===== src/rtl/dec3to8_hs.sv =====
// Registered 3-to-8 decoder with ready/valid intake and per-line ack handshake.
// A decoded line stays high until its consumer acks it, EN drops, or the timeout expires.
module dec3to8_hs #(
    parameter int TIMEOUT = 15,
    parameter int CNT_W   = 8
) (
    input  logic             clk,
    input  logic             rst,
    input  logic             EN,
    input  logic [2:0]       Y,
    input  logic             valid,
    output logic             ready,
    output logic [7:0]       Dout,
    input  logic [7:0]       ack,
    output logic             busy,
    output logic             timeout_err,
    output logic [CNT_W-1:0] done_cnt
);

    localparam int TW = $clog2(TIMEOUT + 1);

    typedef enum logic [1:0] {
        IDLE    = 2'd0,
        DRIVE   = 2'd1,
        RECOVER = 2'd2
    } state_t;

    state_t           state_r, state_s;
    logic [2:0]       code_r, code_s;
    logic [TW-1:0]    timer_r, timer_s;
    logic [7:0]       dout_r, dout_s;
    logic [CNT_W-1:0] cnt_r, cnt_s;
    logic             terr_r, terr_s;

    function automatic logic [7:0] onehot8(input logic [2:0] c);
        onehot8 = 8'd1 << c;
    endfunction

    // State and datapath registers.
    always_ff @(posedge clk) begin
        if (rst) begin
            state_r <= IDLE;
            code_r  <= 3'd0;
            timer_r <= {TW{1'b0}};
            dout_r  <= 8'd0;
            cnt_r   <= {CNT_W{1'b0}};
            terr_r  <= 1'b0;
        end else begin
            state_r <= state_s;
            code_r  <= code_s;
            timer_r <= timer_s;
            dout_r  <= dout_s;
            cnt_r   <= cnt_s;
            terr_r  <= terr_s;
        end
    end

    // Next-state and next-datapath logic; abort beats ack, ack beats timeout.
    always_comb begin
        state_s = state_r;
        code_s  = code_r;
        timer_s = timer_r;
        dout_s  = dout_r;
        cnt_s   = cnt_r;
        terr_s  = 1'b0;
        case (state_r)
            IDLE: begin
                if (valid && ready) begin
                    code_s  = Y;
                    dout_s  = onehot8(Y);
                    timer_s = {TW{1'b0}};
                    state_s = DRIVE;
                end else begin
                    state_s = IDLE;
                end
            end
            DRIVE: begin
                if (!EN) begin
                    dout_s  = 8'd0;
                    state_s = IDLE;
                end else if (ack[code_r]) begin
                    dout_s  = 8'd0;
                    cnt_s   = cnt_r + CNT_W'(1);
                    state_s = RECOVER;
                end else if (timer_r == TW'(TIMEOUT - 1)) begin
                    dout_s  = 8'd0;
                    terr_s  = 1'b1;
                    state_s = RECOVER;
                end else begin
                    timer_s = timer_r + TW'(1);
                end
            end
            RECOVER: begin
                state_s = IDLE;
            end
            default: begin
                dout_s  = 8'd0;
                state_s = IDLE;
            end
        endcase
    end

    // Status outputs decoded from the state register; ready also gates on EN and rst.
    always_comb begin
        if (state_r == IDLE) begin
            ready = EN & ~rst;
            busy  = 1'b0;
        end else if ((state_r == DRIVE) || (state_r == RECOVER)) begin
            ready = 1'b0;
            busy  = 1'b1;
        end else begin
            ready = 1'b0;
            busy  = 1'b0;
        end
    end

    assign Dout        = dout_r;
    assign timeout_err = terr_r;
    assign done_cnt    = cnt_r;

endmodule


===== config.mk =====
export PLATFORM = sky130hd
export DESIGN_NAME = dec3to8_hs
export DESIGN_NICKNAME = d
export VERILOG_FILES = /design/src/rtl/dec3to8_hs.sv
export SDC_FILE = /design/constraint.sdc
export NUM_CORES = 1
export LEC_CHECK = 0
export BUFFER_PORTS_ARGS = -buffer_cell sky130_fd_sc_hd__buf_2
export CAP_MARGIN = 40
export CORE_MARGIN = 1.5
export CORE_UTILIZATION = 30
export CTS_CLUSTER_DIAMETER = 100
export CTS_CLUSTER_SIZE = 24
export DETAILED_ROUTE_END_ITERATION = 16
export PLACE_DENSITY_LB_ADDON = 0.25
export SETUP_SLACK_MARGIN = 0.02
export SLEW_MARGIN = 20
export SYNTH_ARGS = -nofsm -noshare
export SYNTH_HDL_FRONTEND = slang
export SYNTH_SLANG_ARGS = --single-unit

===== constraint.sdc =====
create_clock -name clk -period 1.8 [get_ports clk]
set_input_delay 0.18 -clock clk [delete_from_list [all_inputs] [get_ports clk]]
set_output_delay 0.18 -clock clk [all_outputs]
set_load 0.1 [all_outputs]

==> metrics.cfg, run 1 <==
[status]
status=finished, violations left
violations=setup timing

[synth]
synth_top_area_frac=0.381
synth_cells=151
syn_area_mm2=0.00137
synthDistinctLibCells=38
synth.avg_cell_area_um2=9.06
synth-seq-area-share=0.381
synth_warnings=0
ys_top_cells_by_area=dfxtp_1 (38%), mux2i_1 (5.9%), ha_1 (5.5%)
synth_nets=172
synth-seq-cells=26
synth_top_area_cell=dfxtp_1

[grt]
grt_overflow=0
grt_start_max_net_pins=24
antenna_found_initial=0
grt_pass1_wl_mm=5.56
grt_pass1_vias=1249
grt_use_total=0.136

[timing]
fin_crit_ns=1.87
skew_ns=0.00540
slew_viol_final=0
max-slew-margin-rel=0.678
max_freq_mhz=534
period_share=1.04
worst_pin_slew_ns=0.486
setup_viol=3
setup_ws_ns=-0.0728
rsz0062_at_grt=yes
hold_viol=0

[placement]
portBuffers=33
pre_cts_ws_ns=-0.0570
gp_congestion=0.730
hpwl_mm=2.47
place_inst=238

[job]
max-cap-violations=0

[hold_path]
hold_start=Y[0]
min_to=Dout[1]
hold_path_depth=3
min_path_type=primary input to flop

[floorplan]
die_y_um=70.5
fp.dieArea_mm2=0.00497
num_rows=24
core-area_mm2=0.00438
fp.dieW_um=70.5
start_util=0.312
pin_count=34

[layout]
drive_above_1_share=0.374
areaGrowthSynthToFinish_pct=31.2
finalNetCount=212
fillers=459
multi_input_area_um2=828
fin_util=0.409
seqCellArea_um2=533
instances_no_fill=242
layout_common_cells=buf_2 (32), dfxtp_1 (18), a21oi_1 (11)
final_common_cell=buf_2
n_antenna_cell=0

[setup_path]
critPathLaunchType=flop
critPathMaxFanout=3
worstReg2RegEnd=timer_r[1]
critical_path_class=flop to flop
r2r_start=code_r[0]
cp.required_ns=2.01
cp.arrival_ns=2.08
rr_worst_depth=4
end_kind=flop
r2r_slack_ns=-0.07

[pwr]
vdd_drop_max_mv=0.403
power_density_mw_per_mm2=706
power_leakage_nw=0.743
power_mw=1.27

[routing]
drc_errors=0
ant_nets=0
wl_per_cell_um=13.8
vias=1301
dr.pass1.iters=4
drtIter0Drc=50
vias_per_cell=5.38
wirelength_mm=3.33

[cts]
cts_tree=done
cts.clk_slew.worst_paths_ns=0.09
postCtsHoldBufs=0
clock_sinks=26
cts.root.buffer_cell=clkbuf_8
clock_tree.buffer_depth=2
numCtsBuffers=3
clk_latency_ns=0.27
ctsHtreeMaxLevel=1

==> sequential cells by signal (all words and copies together) (netlist names) <==
register / count
Dout: 8
code_r: 3
done_cnt: 8
state_r: 2
timeout_err: 1
timer_r: 4
==> routing by layer <==
layer,part of all wire,vias up,track usage
met4,0.0081,0,0.0406
met1,0.45,626,0.169
met3,0.047,4,0.0418
met5,0,-,0
met2,0.49,25,0.226
li1,-,646,-
==> layout make-up <==
cell class                      instances  share of cell area
Inverter                                5              0.0105
Tap cell                               52              0.0363
Clock inverter                          1              0.0167
Multi-Input combinational cell        110               0.462
Clock buffer                            3              0.0230
Timing Repair Buffer                   45               0.155
Sequential cell                        26               0.297
==> critical path: stages, from the launching register on <==
cell and delay (ns):
dfxtp_4 0.37, mux4_2 0.52, mux2_4 0.29, or4b_1 0.50, a21oi_1 0.13
==> logic make-up after synthesis <==
family / Yosys count / share of synthesized area
DFF: 26 / 0.381
adders and majority gates: 6 / 0.0549
AOI/OAI and AO/OA: 32 / 0.147
muxes: 12 / 0.111
buffers and inverters: 15 / 0.0439
and+or+nand+nor: 60 / 0.263
==> report_power, final <==
group / internal (mW) / switching, mW
Combinational: 0.0696 / 0.123
Clock: 0.298 / 0.190
Sequential: 0.581 / 0.00569
==> Yosys cell counts, drive strengths merged <==
cell     count
or4b         3
or4          6
o211ai       1
mux2i        8
nor2b        1
nand2       10
mux4         2
or3          2
and4b        2
inv          5
a21o         1
a211o        1
buf          3
nand3b       1
a21oi       13
a31oi        1
a311oi       1
a2111oi      1
nand4b       3
o31ai        6
nor3         1
nand2b       9
dfxtp       26
ha           6
o21ai        5
o311ai       1
and3         2
a221o        1
clkbuf       7
nand4        3
nor4         1
mux2         2
nand3       10
and2         1
nor2         5
==> how the worst max path moves through the flow <==
stage / end / start / cells past startpoint
global placement: timer_r[1] / code_r[0] / 4
floorplan: ready / state_r[0] / 5
detailed placement: timer_r[1] / code_r[0] / 4
CTS: timer_r[1] / code_r[0] / 4
global route: timer_r[1] / code_r[0] / 4
finish: timer_r[1] / code_r[0] / 4
==> per-stage QoR <==
step | setup TNS [ns] | hold slack [ns] | area [um2]
global placement | -0.0248 | 0.457 | 1680
floorplan | -0.0912 | 0.308 | 1390
finish | -0.117 | 0.206 | 1790
global route | -0.605 | 0.195 | 1790
detailed placement | -0.0628 | 0.472 | 1680
CTS | -0.0848 | 0.199 | 1760
==> repair_timing <==
| action | in CTS | in global routing |
|---|---|---|
| gates resized for setup | 3 | 10 |
| setup buffers | 0 | 0 |
| setup endpoints to repair | 11 | 19 |
| pin swaps | 1 | 4 |
(Power assumes the default switching activity.)
==> inputs of run 2 (changes only) <==
- RECOVER_POWER: unset -> 25
==> run 2 against run 1 <==
Net effect: the run still ends with setup timing left; first-iteration DRC count is the same; sequential share of layout area is the same; sequential power is essentially flat; global-route usage is the same; die area is the same; combinational power is essentially flat; core utilization is the same; maximum frequency is essentially flat; highest routed layer unchanged.
==> metrics.cfg, run 2 (synthesis results as in run 1) <==
[routing]
ant_nets=0
drc_errors=0
wirelength_mm=3.31
wl_per_cell_um=13.7
vias=1289
drtIter0Drc=50
dr.pass1.iters=4
vias_per_cell=5.33

[floorplan]
fp.dieW_um=70.5
core-area_mm2=0.00438
pin_count=34
start_util=0.312
num_rows=24
fp.dieArea_mm2=0.00497
die_y_um=70.5

[timing]
setup_viol=3
period_share=1.04
rsz0062_at_grt=yes
worst_pin_slew_ns=0.541
max-slew-margin-rel=0.641
slew_viol_final=0
setup_ws_ns=-0.0726
hold_viol=0
skew_ns=0.00625
max_freq_mhz=534
hold_slack_ns=0.206
fin_crit_ns=1.87

[grt]
antenna_found_initial=0
grt_overflow=0
grt_use_total=0.136
grt_pass1_wl_mm=5.56
grt_pass1_vias=1249
grt_start_max_net_pins=24

[cts]
cts.root.buffer_cell=clkbuf_8
clk_latency_ns=0.27
clock_tree.buffer_depth=2
numCtsBuffers=3
postCtsHoldBufs=0
ctsHtreeMaxLevel=1
cts.clk_slew.worst_paths_ns=0.09
clock_sinks=26
cts_tree=done

[layout]
n_antenna_cell=0
areaGrowthSynthToFinish_pct=31.2
final_common_cell=buf_2
drive_above_1_share=0.374
instances_no_fill=242
finalNetCount=212
fillers=459
layout_common_cells=buf_2 (23), dfxtp_1 (18), a21oi_1 (11)

[job]
max-cap-violations=0

[setup_path]
critPathMaxFanout=3
cp.arrival_ns=2.08
r2r_slack_ns=-0.07
critPathLaunchType=flop
path_depth=4
rr_worst_depth=4
cp_slowest_stage_delay_ns=0.52
end_kind=flop
cp.required_ns=2.01
critical_path_class=flop to flop
critPathSlowestCell=mux4_2
endpoint=timer_r[1]
cp_top_family=multiplexers
crit_start=code_r[0]
critPathBufInv=0
cp_cell_sequence=mux4_2, mux2_4, or4b_1, a21oi_1
r2r_start=code_r[0]
worstReg2RegEnd=timer_r[1]

[status]
violations=setup timing
status=finished, violations left

[placement]
gp_congestion=0.730
hpwl_mm=2.47
pre_cts_ws_ns=-0.0570
place_inst=238
portBuffers=33

[pwr]
p_int_uw=949
power_frac_seq=0.464
vdd_drop_max_mv=0.403
p_sw_uw=318
power_density_mw_per_mm2=706
netSwitchingFraction=0.251
p_clk_frac=0.385
power_leakage_nw=0.734
pwr-share-comb=0.152

[hold_path]
min_path_type=primary input to flop

-- run 2: changes by cell type in the layout (fill, tap and decap cells not counted) --
cell	previous run	this run
buf_2	32	23
clkbuf_2	0	9
-- run 2: power by group through the flow --
stage | logic, mW | registers (mW) | clock network [mW]
floorplan | 0.0981 | 0.633 | 0
global placement | 0.183 | 0.601 | 0
detailed placement | 0.185 | 0.602 | 0
CTS | 0.188 | 0.588 | 0.503
global route | 0.204 | 0.589 | 0.533
finish | 0.192 | 0.587 | 0.487
-- run 2: area by class of cell --
cell class                      instances  area [um2]  area share
Multi-Input combinational cell        110         828       0.462
Sequential cell                        26         533       0.297
Timing Repair Buffer                   45         278       0.155
Tap cell                               52        65.1      0.0363
Clock buffer                            3        41.3      0.0230
Clock inverter                          1        30.0      0.0167
Inverter                                5        18.8      0.0105
-- run 2: tightest hold or removal path, cell delays in order --
cell and delay (ns):
buf_2 0.13, nand3_1 0.07, mux2i_1 0.06
-- run 2: per-stage QoR --
| step | utilization | TNS (ns) | instance area (um2) | power, mW |
|---|---|---|---|---|
| after floorplan | - | -0.0912 | 1390 | 0.731 |
| after global placement | 0.383 | -0.0248 | 1680 | 0.784 |
| after detailed placement | 0.383 | -0.0628 | 1680 | 0.787 |
| after CTS | 0.401 | -0.0848 | 1760 | 1.28 |
| after global routing | 0.409 | -0.605 | 1790 | 1.32 |
| final | 0.409 | -0.114 | 1790 | 1.27 |
-- run 2: worst min-delay path by stage --
stage / from / end / slack, ns / cells after the start
floorplan: Y[0] / code_r[0] / 0.31 / 2
global placement: done_cnt[4] / done_cnt[4] / 0.46 / 2
detailed placement: Dout[2] / Dout[2] / 0.47 / 2
CTS: Y[1] / code_r[1] / 0.20 / 3
global route: Y[2] / code_r[2] / 0.19 / 3
finish: Y[0] / Dout[1] / 0.21 / 3
-- run 2: routing by layer --
layer / vias to the layer above / GRT usage / part of all wire
li1: 644 / - / -
met1: 615 / 0.169 / 0.45
met2: 26 / 0.226 / 0.49
met3: 4 / 0.0418 / 0.050
met4: 0 / 0.0406 / 0.0082
met5: - / 0 / 0
-- run 2: timing repair --
item	CTS	global route
gates resized for setup	3	10
pin swaps	1	4
endpoints found under the setup margin	11	19
buffers inserted	0	0
